--- src/rtl/fifo_serial_tx_pkg.sv ---
// Shared types and frame constants for the sync_fifo-draining byte serializer.
// FIFO_SERIAL_TX_PARITY_EN adds the PARITY state and lengthens the frame to 11 bits.
package fifo_serial_tx_pkg;

`ifdef FIFO_SERIAL_TX_PARITY_EN
  typedef enum logic [2:0] {
    IDLE,
    REQ,
    LOAD,
    START,
    DATA,
    PARITY,
    STOP
  } state_t;

  localparam int FRAME_BITS = 11;
`else
  typedef enum logic [2:0] {
    IDLE,
    REQ,
    LOAD,
    START,
    DATA,
    STOP
  } state_t;

  localparam int FRAME_BITS = 10;
`endif

  localparam logic START_BIT = 1'b0;
  localparam logic STOP_BIT  = 1'b1;
  localparam int   DATA_BITS = 8;

endpackage

--- src/rtl/fifo_serial_tx_if.sv ---
// FIFO read port plus serial-side status of the serializer, bundled as one port.
// master is the serializer view; slave is the FIFO/line-monitor view.
interface fifo_serial_tx_if;

  logic       fifo_empty;
  logic [7:0] fifo_data;
  logic       fifo_rd;
  logic       tx;
  logic       busy;
  logic       tx_done;

  modport master (
    input  fifo_empty,
    input  fifo_data,
    output fifo_rd,
    output tx,
    output busy,
    output tx_done
  );

  modport slave (
    output fifo_empty,
    output fifo_data,
    input  fifo_rd,
    input  tx,
    input  busy,
    input  tx_done
  );

endinterface

--- src/rtl/fifo_serial_tx_baud_counter.sv ---
// Bit-period timer: counts 0..CLKS_PER_BIT-1, bit_end high on the last cycle of each bit.
// clear holds the count at zero so the first bit after it gets a full period.
module tx_baud_counter #(
  parameter int CLKS_PER_BIT = 16
) (
  input  logic clk,
  input  logic rst,
  input  logic clear,
  output logic bit_end
);

  localparam int CW = $clog2(CLKS_PER_BIT);
  localparam logic [CW-1:0] LAST = CW'(CLKS_PER_BIT - 1);

  logic [CW-1:0] cnt;

  always_ff @(posedge clk) begin
    if (rst || clear) begin
      cnt <= '0;
    end else if (cnt == LAST) begin
      cnt <= '0;
    end else begin
      cnt <= cnt + 1'b1;
    end
  end

  assign bit_end = (cnt == LAST);

endmodule

--- src/rtl/fifo_serial_tx.sv ---
// Pops one byte from sync_fifo when idle and sends start/8 data LSB-first/[parity]/stop.
// Start bit 3 cycles after IDLE sees non-empty; FIFO is only popped between frames (FIFO_SERIAL_TX_PARITY_EN adds parity).
module fifo_serial_tx
  import fifo_serial_tx_pkg::*;
#(
  parameter int CLKS_PER_BIT = 16
) (
  input  logic                    clk,
  input  logic                    rst,
  fifo_serial_tx_if.master        bus
);

  localparam logic [2:0] LAST_BIT = 3'(DATA_BITS - 1);

  state_t                 state;
  state_t                 state_nxt;
  logic [DATA_BITS-1:0]   shift;
  logic [DATA_BITS-1:0]   shift_nxt;
  logic [2:0]             bit_cnt;
  logic [2:0]             bit_cnt_nxt;
  logic                   tx_q;
  logic                   tx_nxt;
  logic                   done_q;
  logic                   done_nxt;
  logic                   bit_end;
  logic                   baud_clear;

  // Baud timer is held in reset until the start bit so every bit is a full period.
  assign baud_clear = (state == IDLE) || (state == REQ) || (state == LOAD);

  tx_baud_counter #(
    .CLKS_PER_BIT (CLKS_PER_BIT)
  ) u_baud (
    .clk     (clk),
    .rst     (rst),
    .clear   (baud_clear),
    .bit_end (bit_end)
  );

`ifdef FIFO_SERIAL_TX_PARITY_EN
  logic par;

  always_ff @(posedge clk) begin
    if (rst) begin
      par <= 1'b0;
    end else if (state == LOAD) begin
      par <= ^bus.fifo_data;
    end
  end
`endif

  always_comb begin
    state_nxt   = state;
    shift_nxt   = shift;
    bit_cnt_nxt = bit_cnt;
    done_nxt    = 1'b0;
    tx_nxt      = STOP_BIT;

    case (state)
      IDLE: begin
        if (!bus.fifo_empty) begin
          state_nxt = REQ;
        end
      end
      REQ: begin
        state_nxt = LOAD;
      end
      LOAD: begin
        state_nxt = START;
        shift_nxt = bus.fifo_data;
      end
      START: begin
        if (bit_end) begin
          state_nxt   = DATA;
          bit_cnt_nxt = 3'd0;
        end
      end
      DATA: begin
        if (bit_end) begin
          if (bit_cnt == LAST_BIT) begin
`ifdef FIFO_SERIAL_TX_PARITY_EN
            state_nxt = PARITY;
`else
            state_nxt = STOP;
`endif
          end else begin
            bit_cnt_nxt = bit_cnt + 3'd1;
            shift_nxt   = shift >> 1;
          end
        end
      end
`ifdef FIFO_SERIAL_TX_PARITY_EN
      PARITY: begin
        if (bit_end) begin
          state_nxt = STOP;
        end
      end
`endif
      STOP: begin
        if (bit_end) begin
          state_nxt = IDLE;
          done_nxt  = 1'b1;
        end
      end
      default: begin
        state_nxt = IDLE;
      end
    endcase

    // Line level is decided from the state being entered so tx can be a plain flop.
    case (state_nxt)
      START:   tx_nxt = START_BIT;
      DATA:    tx_nxt = shift_nxt[0];
`ifdef FIFO_SERIAL_TX_PARITY_EN
      PARITY:  tx_nxt = par;
`endif
      default: tx_nxt = STOP_BIT;
    endcase
  end

  always_ff @(posedge clk) begin
    if (rst) begin
      state   <= IDLE;
      shift   <= '0;
      bit_cnt <= 3'd0;
      tx_q    <= STOP_BIT;
      done_q  <= 1'b0;
    end else begin
      state   <= state_nxt;
      shift   <= shift_nxt;
      bit_cnt <= bit_cnt_nxt;
      tx_q    <= tx_nxt;
      done_q  <= done_nxt;
    end
  end

  assign bus.fifo_rd = (state == REQ);
  assign bus.busy    = (state != IDLE);
  assign bus.tx      = tx_q;
  assign bus.tx_done = done_q;

endmodule

--- src/flat_wrapper.sv ---
// flat-port wrapper written by rule: the top's interface ports become plain ports
module fifo_serial_tx_flat import fifo_serial_tx_pkg::*;
#(
  parameter int CLKS_PER_BIT = 16
)
  (clk, rst, bus_fifo_empty, bus_fifo_data, bus_fifo_rd, bus_tx, bus_busy, bus_tx_done);
  fifo_serial_tx_if bus_i ();
  input  logic clk;
  input  logic rst;
  input wire logic [$bits(bus_i.fifo_empty)-1:0] bus_fifo_empty;
  input wire logic [$bits(bus_i.fifo_data)-1:0] bus_fifo_data;
  output wire logic [$bits(bus_i.fifo_rd)-1:0] bus_fifo_rd;
  output wire logic [$bits(bus_i.tx)-1:0] bus_tx;
  output wire logic [$bits(bus_i.busy)-1:0] bus_busy;
  output wire logic [$bits(bus_i.tx_done)-1:0] bus_tx_done;
  assign bus_i.fifo_empty = bus_fifo_empty;
  assign bus_i.fifo_data = bus_fifo_data;
  assign bus_fifo_rd = bus_i.fifo_rd;
  assign bus_tx = bus_i.tx;
  assign bus_busy = bus_i.busy;
  assign bus_tx_done = bus_i.tx_done;
  fifo_serial_tx #(.CLKS_PER_BIT(CLKS_PER_BIT)) u_core (.clk(clk), .rst(rst), .bus(bus_i));
endmodule
--- config.mk ---
export PLATFORM = sky130hd
export DESIGN_NAME = fifo_serial_tx_flat
export DESIGN_NICKNAME = d
export VERILOG_FILES = /design/src/rtl/fifo_serial_tx_pkg.sv /design/src/rtl/fifo_serial_tx_if.sv /design/src/rtl/fifo_serial_tx_baud_counter.sv /design/src/rtl/fifo_serial_tx.sv /design/src/flat_wrapper.sv
export SDC_FILE = /design/constraint.sdc
export NUM_CORES = 1
export LEC_CHECK = 0
export CAP_MARGIN = 20
export CORE_UTILIZATION = 60
export CTS_CLUSTER_SIZE = 14
export DETAILED_ROUTE_END_ITERATION = 10
export DONT_BUFFER_PORTS = 1
export PLACE_DENSITY = 0.76
export SYNTH_ARGS = -nofsm -noshare
export SYNTH_HDL_FRONTEND = slang
export SYNTH_SLANG_ARGS = --single-unit
--- constraint.sdc ---
create_clock -name clk -period 3.9 [get_ports clk]
set_input_delay 0.78 -clock clk [delete_from_list [all_inputs] [get_ports clk]]
set_output_delay 0.78 -clock clk [all_outputs]
set_load 0.05 [all_outputs]
==> results of run 1 <==
power by group through the flow:
stage,Clock [mW],Sequential [mW],Combinational (mW)
floorplan,0,0.223,0.0359
global placement,0,0.228,0.0330
detailed placement,0,0.228,0.0336
CTS,0.172,0.223,0.0337
global route,0.183,0.225,0.0367
finish,0.170,0.223,0.0334
sequential cells by signal, summed over array words and instances, names as in the netlist:
name	cells
u_core.bit_cnt	3
u_core.bus.tx	1
u_core.bus.tx_done	1
u_core.shift	8
u_core.state	3
u_core.u_baud.cnt	4
layer usage:
layer	global-route usage (%)	share of wire, %	vias up
met4	11.9	3.4	0
met3	5.17	4.9	6
met5	0	0	-
met2	30.0	43	25
li1	-	-	355
met1	26.6	48	316
logic make-up after synthesis:
kind of cell               after synthesis  synth area share, %
and+or+nand+nor                         40                 27.5
AOI/OAI and AO/OA                       23                 16.3
DFF                                     20                 41.7
buffers and inverters                    8                 4.69
muxes                                    4                 4.17
adders and majority gates                3                 3.91
xor gates and xnor gates                 2                 1.82
worst min path at each step:
stage | endpoint | cells after the start | startpoint
finish | u_core.u_baud.cnt[0]$_SDFF_PP0_ | 1 | u_core.u_baud.cnt[0]$_SDFF_PP0_
global route | u_core.u_baud.cnt[0]$_SDFF_PP0_ | 1 | u_core.u_baud.cnt[0]$_SDFF_PP0_
CTS | u_core.shift[3]$_SDFFE_PP0P_ | 2 | u_core.shift[3]$_SDFFE_PP0P_
detailed placement | u_core.shift[3]$_SDFFE_PP0P_ | 2 | u_core.shift[3]$_SDFFE_PP0P_
global placement | u_core.u_baud.cnt[0]$_SDFF_PP0_ | 1 | u_core.u_baud.cnt[0]$_SDFF_PP0_
floorplan | u_core.u_baud.cnt[0]$_SDFF_PP0_ | 1 | u_core.u_baud.cnt[0]$_SDFF_PP0_
through the flow:
stage               setup slack, ns  instance area [µm²]  util, %  cells
finish                         1.33                 1000     66.4    114
global placement               1.71                  948     63.0    110
detailed placement             1.68                  948     63.0    110
global route                   1.23                 1000     66.4    114
CTS                            1.33                 1000     66.4    114
floorplan                      1.44                  961        -    100
final cells by class:
cell class | count | area (µm²)
Sequential cell | 20 | 400
Clock inverter | 1 | 30.0
Tap cell | 16 | 20.0
Inverter | 2 | 7.51
Clock buffer | 3 | 22.5
Multi-Input combinational cell | 72 | 520
Fill cell | 139 | 505
layout by cell type, fill, tap and decap left out:
cell       count
a21oi_1        9
o2111a_1       1
nor3_1         2
o21a_1         1
nor4_2         1
nor3b_4        1
clkbuf_4       3
nand3b_1       1
and3_1         2
nand4_2        1
o21ai_0        3
a32oi_1        1
nand2_1        7
nor3b_2        1
dfxtp_1       20
nand2b_1       4
xor2_1         1
a22oi_1        6
or3b_1         1
a221oi_2       1
a2bb2oi_1      1
and3b_1        1
nor3b_1        2
bufinv_16      1
nand3_1        1
nor4b_4        1
xnor2_1        1
mux2i_1        4
ha_1           3
inv_1          2
or3_1          2
and2_1         4
nor2b_1        1
nor2_1         7
==> key figures, run 1 <==
Power and ir drop
  • Switching Share: a little under a quarter
  • Switching power: 0.0992 mW
  • Cell area power density: 427 nW/µm²
  • P_int: 0.328 mW
  • Overall Power: 0.427 mW
  • Sequential power share: ~52%
  • Leakage: 0.383 nW
  • Peak supply drop: 327 µV
  • Clock share of power: 39.9%
  • Combinational share of power: 7.8%

Setup path
  • R2R cell count: 4
  • Launch point of the critical path: u_core.state[0]$_SDFF_PP0_
  • Crit-path slowest cell: nor3b_2
  • WP depth: 1
  • Crit path launch type: flip-flop
  • Buf/Inv on CP: 0
  • Reg-to-reg endpoint: u_core.state[0]$_SDFF_PP0_
  • Critical path class: reg2out
  • CP Capture Type: output pin
  • CP Cell Sequence: nor3b_2
  • WP data required: 3.12 ns
  • R2R Setup Slk: around 1.9 ns
  • CP Data Arrival Time: 1.79 ns
  • Worst-path maximum fanout: 14
  • CP endpoint: bus_fifo_rd
  • Worst flop-to-flop path startpoint: u_core.state[0]$_SDFF_PP0_
  • Cell family with most CP delay: simple AND/OR/NAND/NOR gates
  • CP max stage delay: 0.80 ns

Synth
  • Sequential area share after synthesis: 41.7%
  • Cell area after synthesis: 961 µm²
  • Top cells by area, synth: dfxtp_1 42%, a21oi_1 4.7%, a22oi_1 4.7%, mux2i_1 4.2%, ha_1 3.9%
  • Syn nets: roughly 110
  • Synth cell types: 35
  • Mean post-synth cell area: just under 10 µm²
  • Most frequent cells after synthesis: 20 x dfxtp_1, 9 x a21oi_1, 7 x nand2_1, 7 x nor2_1, 6 x a22oi_1
  • Ys async rst share: 0%
  • Yosys top cell by area: dfxtp_1
  • Yosys warning total: 0
  • FF+latch count, synth: 20
  • Post-synth EDFFs: 0
  • Synth Instances: 100
  • Primary FF master, synth: dfxtp_1
  • Top-count cell post-synth: dfxtp_1
  • Synth top area share: 41.7%

STA
  • Final setup violating endpoints: 0
  • Slew @ Worst Pin: between 0.8 and 0.9 ns
  • Fin Setup TNS: 0 ns
  • Rel. slew slack: 42.9%
  • Max Clk Rate: between 300 and 400 MHz
  • Minimum clock period after layout: between 2 and 3 ns
  • Slew Viols, Final: 0
  • Max Clock Skew: 0.00415 ns
  • Tcrit/Tclk final: approximately two thirds
  • Final hold vios: 0
  • Unrepaired setup endpoints after global routing: no
  • Hold_ws: ~0.46 ns

Route
  • Vias/cell: 6.16
  • Antenna Nets Post-Route: 0
  • Post-Route WL: 1570 µm
  • Vias post-DR: approximately 700
  • DR pass1 iterations: 4
  • DRC: 0
  • Per-cell routed wire length: between 10 and 15 µm
  • Iteration-0 DRC Markers: 23

Placed design
  • RD Place Congestion: 0.802
  • DP HPWL: roughly 1200 µm
  • Port Buffer Count: 0

Floorplan
  • Initial Util: a little under two thirds
  • Cell Rows: 14
  • Die Wd: 42.0 µm
  • IO Count: 15
  • Die Span Y: between 40 and 50 µm
  • Core Area: 1510 µm²
  • Die area: between 1500 and 2000 µm²

CTS
  • CTS tree: done
  • # hold bufs at CTS: 0
  • Clk Latency, worst-skew pair: around 0.30 ns
  • Clock Tree Buf Depth: 2
  • Root Driver: clkbuf_4
  • Post-CTS setup repair buffer count: 0
  • CTS buffer count: 3
  • H-tree depth: 1
  • Clk slew on worst S/H paths: 0.12 ns
  • # clock sinks: 20
  • Post-CTS resize count: 0

Global route
  • Total gr overflow: 0
  • Global-route usage over all layers: 20.2%
  • Pin count of the biggest net entering global routing: 16
  • Vias in the first global route: 639
  • First-pass GRT wire length: 2700 µm
  • Initial antenna violation count: 0

Flow run
  • Maxcap violations: 0

Hold path
  • Min-delay worst type: reg2reg

Finish
  • Layout cells sized above 1: 10.2%
  • Post-layout nets: 113
  • Area growth, synth to finish: 4.17%
  • N_diodes: 0

Outcome
  • Status: completed
Power figures use the tool's default switching activity.
==> inputs of run 2 (changes only) <==
--- a/config.mk
+++ b/config.mk
@@ -6,11 +6,11 @@
 export NUM_CORES = 1
 export LEC_CHECK = 0
 export CAP_MARGIN = 20
-export CORE_UTILIZATION = 60
+export CORE_UTILIZATION = 59
 export CTS_CLUSTER_SIZE = 14
 export DETAILED_ROUTE_END_ITERATION = 10
 export DONT_BUFFER_PORTS = 1
-export PLACE_DENSITY = 0.76
+export PLACE_DENSITY = 0.75
 export SYNTH_ARGS = -nofsm -noshare
 export SYNTH_HDL_FRONTEND = slang
 export SYNTH_SLANG_ARGS = --single-unit
==> constraint.sdc (replaced) <==
create_clock -name clk -period 2.4 [get_ports clk]
set_input_delay 0.48 -clock clk [delete_from_list [all_inputs] [get_ports clk]]
set_output_delay 0.48 -clock clk [all_outputs]
set_load 0.05 [all_outputs]
==> run 2 against run 1 <==
Compared with the run above: non-clock buffer count up 1; flip-flop and latch count unchanged; routed wire length grew 6.1%; clock power fell by 12%; clock skew is 0.0028 ns lower; utilization fell by 1.5 points; hold slack got worse by 0.21 ns; sequential share of layout area increased by 0.92 points; sequential power rose by 63%; first-iteration DRC count is 39% lower; final area down 2.3%; register-to-register slack worse by 1.3 ns; critical path type unchanged; critical endpoint unchanged; highest routed layer unchanged.
==> key figures, run 2 (synthesis results as in run 1) <==
Outcome
  • Status: completed

Floorplan
  • Die Wd: 42.4 µm
  • Initial Util: 63.8%
  • IO Count: 15
  • Cell Rows: 14
  • Core Area: 1510 µm²
  • Die area: 1790 µm²
  • Die Span Y: 42.4 µm

Route
  • Per-cell routed wire length: 14.6 µm
  • Post-Route WL: 1670 µm
  • Antenna Nets Post-Route: 0
  • Vias/cell: 6.12
  • Vias post-DR: 698
  • DR pass1 iterations: 4
  • Iteration-0 DRC Markers: 14
  • DRC: 0

STA
  • Slew @ Worst Pin: 0.574 ns
  • Final hold vios: 0
  • Fin Setup TNS: 0 ns
  • Final setup violating endpoints: 0
  • Final Worst Setup Slack: roughly 0.43 ns
  • Tcrit/Tclk final: 82.1%
  • Max Clk Rate: between 500 and 600 MHz
  • Max Clock Skew: roughly 0.0013 ns
  • Rel. slew slack: 61.7%
  • Slew Viols, Final: 0
  • Hold_ws: 0.247 ns
  • Unrepaired setup endpoints after global routing: no
  • Minimum clock period after layout: between 1.5 and 2 ns

Hold path
  • Hold wc startpoint: rst
  • Hold depth: 1
  • Min-delay worst type: in2reg

Power and ir drop
  • Leakage: 0.374 nW
  • Overall Power: 0.570 mW
  • Cell area power density: 583 nW/µm²
  • Switching power: 0.146 mW
  • Clock share of power: 26.1%
  • Sequential power share: 63.9%
  • Peak supply drop: 313 µV
  • Switching Share: between 20% and 30%
  • P_int: 0.424 mW
  • Combinational share of power: 10.0%

CTS
  • CTS buffer count: 3
  • Clock Tree Buf Depth: 2
  • H-tree depth: 1
  • Post-CTS resize count: 0
  • # hold bufs at CTS: 0
  • Root Driver: clkbuf_4
  • # clock sinks: 20
  • Clk Latency, worst-skew pair: 0.28 ns
  • CTS tree: done
  • Post-CTS setup repair buffer count: 0
  • Clk slew on worst S/H paths: 0.10 ns

Placed design
  • DP Worst Slack: 0.587 ns
  • Port Buffer Count: 0
  • Placed cell count: about 110
  • DP HPWL: approximately 1200 µm
  • RD Place Congestion: 0.768

Finish
  • Post-layout nets: 114
  • Regs by FF count: u_core.shift x8, u_core.u_baud.cnt x4
  • Area growth, synth to finish: 1.82%
  • Max FFs per register: 8
  • N_diodes: 0
  • Final std cells w/o fill: 114
  • Register bank with the most flops: u_core.shift
  • Most common cell after layout, fill and taps aside: dfxtp_1
  • Most frequent cells in the layout: 20 x dfxtp_1, 9 x a21oi_1, 7 x nand2_1, 7 x nor2_1, 6 x a22oi_1
  • Layout cells sized above 1: 10.2%

Setup path
  • Worst-path maximum fanout: 14
  • R2R cell count: 6
  • R2R Setup Slk: 0.55 ns
  • WP data required: 1.92 ns
  • Launch point of the critical path: u_core.state[0]$_SDFF_PP0_
  • Crit path launch type: flip-flop
  • Worst flop-to-flop path startpoint: u_core.bit_cnt[0]$_SDFFE_PP0P_
  • CP Capture Type: output pin
  • Critical path class: reg2out
  • CP Data Arrival Time: 1.49 ns

Global route
  • Total gr overflow: 0
  • Pin count of the biggest net entering global routing: 16
  • Initial antenna violation count: 0
  • Vias in the first global route: 596
  • Global-route usage over all layers: 20.5%
  • First-pass GRT wire length: 2750 µm

Flow run
  • Maxcap violations: 0
[run 2: changes by cell type in the layout (fill, tap and decap cells not counted)]
| cell | before | now |
|---|---|---|
| bufinv_16 | 1 | 0 |
| buf_4 | 0 | 1 |
[run 2: final cells by class]
type                       count  area (µm²)
tap                           16        20.0
sequential                    20         400
fill                         121         528
clock buffer                   3        22.5
multi-input combinational     72         520
inverter                       2        7.51
timing repair buffer           1        7.51
[run 2: final timing paths]
path | endpoint
worst min-delay path | u_core.shift[5]$_SDFFE_PP0P_
worst max register to register | u_core.bus.tx$_SDFF_PP1_
worst max-delay path | bus_fifo_rd
worst min register to register | u_core.shift[6]$_SDFFE_PP0P_
[run 2: through the flow]
| stage | utilization, % | cell area [µm²] |
|---|---|---|
| 2_1_floorplan | - | 961 |
| 3_3_place_gp | 63.5 | 956 |
| 3_5_place_dp | 63.5 | 956 |
| 4_1_cts | 65.0 | 978 |
| 5_1_grt | 65.0 | 978 |
| 6_report | 65.0 | 978 |
[run 2: critical path, cell delays in order, from the launching register on]
cell	delay, ns
dfxtp_1	0.70
nor3b_2	0.28
buf_4	0.22
[run 2: layer usage]
| layer | part of all wire, % | track usage (%) |
|---|---|---|
| met1 | 49 | 29.4 |
| met2 | 47 | 29.5 |
| met3 | 2.9 | 4.31 |
| met4 | 0.78 | 9.38 |
| met5 | 0 | 0 |
[run 2: power groups by stage]
stage	registers, mW	clock network, mW	logic, mW
2_1_floorplan	0.362	0	0.0583
3_3_place_gp	0.371	0	0.0559
3_5_place_dp	0.372	0	0.0564
4_1_cts	0.364	0.158	0.0569
5_1_grt	0.366	0.171	0.0623
6_report	0.364	0.149	0.0569
==> inputs of run 3 (changes only) <==
--- a/config.mk
+++ b/config.mk
@@ -6,11 +6,11 @@
 export NUM_CORES = 1
 export LEC_CHECK = 0
 export CAP_MARGIN = 20
-export CORE_UTILIZATION = 59
+export CORE_UTILIZATION = 54
 export CTS_CLUSTER_SIZE = 14
 export DETAILED_ROUTE_END_ITERATION = 10
 export DONT_BUFFER_PORTS = 1
-export PLACE_DENSITY = 0.75
+export PLACE_DENSITY = 0.72
 export SYNTH_ARGS = -nofsm -noshare
 export SYNTH_HDL_FRONTEND = slang
 export SYNTH_SLANG_ARGS = --single-unit
==> constraint.sdc (replaced) <==
create_clock -name clk -period 1.6 [get_ports clk]
set_input_delay 0.32 -clock clk [delete_from_list [all_inputs] [get_ports clk]]
set_output_delay 0.32 -clock clk [all_outputs]
set_load 0.05 [all_outputs]
==> run 3 against run 2 <==
Compared with the run above: the flow now finishes with violations (setup timing); global-route usage increased by 0.19 points; routed wire length rose by 15%; sequential power increased by 49%; sequential share of layout area shrank 6.6 points; setup slack worse by 0.49 ns; flip-flop and latch count is the same; clock power is 95% higher; critical path depth increased by 5.
==> key figures, run 3 (synthesis results as in run 1) <==
Outcome
  • Status: complete, but fails checks
  • Failing checks: setup timing

Power and ir drop
  • Overall Power: 0.961 mW
  • Peak supply drop: 576 µV
  • Leakage: 0.467 nW
  • Cell area power density: roughly 800 nW/µm²

Finish
  • Layout cells sized above 1: 35.1%
  • Area occupied by multi-input gates: 592 µm²
  • Final instance area: 1190 µm²
  • Sequential cell area: 409 µm²
  • N_diodes: 0
  • Most frequent cells in the layout: 15 x dfxtp_1, 12 x buf_4, 9 x a21oi_1
  • Fillers: between 100 and 150
  • Regs by FF count: u_core.shift x8, u_core.u_baud.cnt x4
  • Most common cell after layout, fill and taps aside: dfxtp_1
  • Max FFs per register: 8
  • Post-layout nets: 129
  • Final core utilization: 75.7%
  • Area growth, synth to finish: 24.2%
  • Register bank with the most flops: u_core.shift

Global route
  • Total gr overflow: 0
  • Pin count of the biggest net entering global routing: 16
  • Vias in the first global route: 698
  • Global-route usage over all layers: 20.7%
  • First-pass GRT wire length: roughly 2900 µm
  • Initial antenna violation count: 0

Floorplan
  • IO Count: 15
  • Initial Util: 61.0%
  • Die area: approximately 2000 µm²
  • Cell Rows: 14
  • Die Span Y: 44.2 µm
  • Die Wd: 44.2 µm
  • Core Area: roughly 1600 µm²

Setup path
  • Worst-path maximum fanout: 3
  • CP Capture Type: flip-flop
  • CP Data Arrival Time: roughly 1.9 ns
  • Critical path class: reg2reg
  • WP data required: 1.80 ns
  • Crit path launch type: flip-flop

Route
  • Post-Route WL: 1920 µm
  • Iteration-0 DRC Markers: 8
  • DRC: 0
  • Per-cell routed wire length: 14.8 µm
  • DR pass1 iterations: 4
  • Vias post-DR: 767
  • Antenna Nets Post-Route: 0
  • Vias/cell: approximately 5.9

Placed design
  • Port Buffer Count: 0
  • RD Place Congestion: 0.754
  • Placed cell area: 1050 µm²
  • DP Worst Slack: -0.0400 ns
  • DP HPWL: 1330 µm

CTS
  • Clk Latency, worst-skew pair: approximately 0.3 ns
  • Root Driver: clkbuf_4
  • CTS tree: done
  • CTS buffer count: 3
  • Clock Tree Buf Depth: 2
  • # hold bufs at CTS: 0
  • H-tree depth: 1
  • Clk slew on worst S/H paths: about 0.11 ns
  • # clock sinks: 20

STA
  • Minimum clock period after layout: approximately 1.7 ns
  • Fin Setup TNS: -0.0900 ns
  • Final hold vios: 0
  • Final Worst Setup Slack: -0.0554 ns
  • Slew @ Worst Pin: 0.477 ns
  • Tcrit/Tclk final: 103%
  • Final setup violating endpoints: 3
  • Max Clk Rate: 604 MHz
  • Max Clock Skew: 0.00198 ns
  • Unrepaired setup endpoints after global routing: yes
  • Slew Viols, Final: 0
  • Rel. slew slack: 68.2%

Flow run
  • Maxcap violations: 0

Hold path
  • Min-delay worst type: in2reg
-- run 3: metrics by stage --
stage | hold slack, ns | instances
after floorplan | 0.397 | 100
after global placement | 0.392 | 122
after detailed placement | 0.395 | 122
after CTS | 0.0612 | 126
after global routing | 0.0476 | 130
final | 0.0678 | 130
-- run 3: cell type report --
type / count / area share (%)
timing repair buffer: 16 / 10.8
multi-input combinational: 72 / 49.6
clock buffer: 4 / 3.04
inverter: 2 / 0.629
tap: 16 / 1.68
sequential: 20 / 34.3
-- run 3: repair_timing --
action | in CTS | in global routing
endpoints found under the setup margin | 11 | 12
pin swaps | 2 | 11
gates resized for setup | 9 | 10
setup buffers | 0 | 5
gates cloned | 0 | 0
-- run 3: where the power goes --
part / switching [mW] / internal (mW)
sequential: 0.0280 / 0.516
combinational: 0.0662 / 0.0606
clock: 0.151 / 0.139
-- run 3: critical path, cell delays in order, from the launching register on --
cell and delay (ns):
dfxtp_2 0.36, ha_4 0.16, ha_4 0.16, nor4b_4 0.27, buf_4 0.16, o21a_1 0.19, mux2i_1 0.21, nor2_1 0.06
-- run 3: metal layers --
metal  routed length, µm  vias to the layer above  GRT usage (%)
li1                    -                      389              -
met1                 909                      364           28.4
met2                 946                       10           31.2
met3                  46                        4           2.86
met4                  21                        0           12.1
met5                   0                        -              0
-- run 3: worst paths after layout --
kind / endpoint / from / slack [ns] / cells after the start
setup / recovery: u_core.bit_cnt[1]$_SDFFE_PP0P_ / u_core.bit_cnt[1]$_SDFFE_PP0P_ / -0.06 / 7
hold / removal: u_core.bit_cnt[1]$_SDFFE_PP0P_ / rst / 0.07 / 1
setup reg to reg: u_core.bit_cnt[1]$_SDFFE_PP0P_ / u_core.bit_cnt[1]$_SDFFE_PP0P_ / -0.06 / 7
hold reg to reg: u_core.u_baud.cnt[0]$_SDFF_PP0_ / u_core.u_baud.cnt[0]$_SDFF_PP0_ / 0.46 / 1
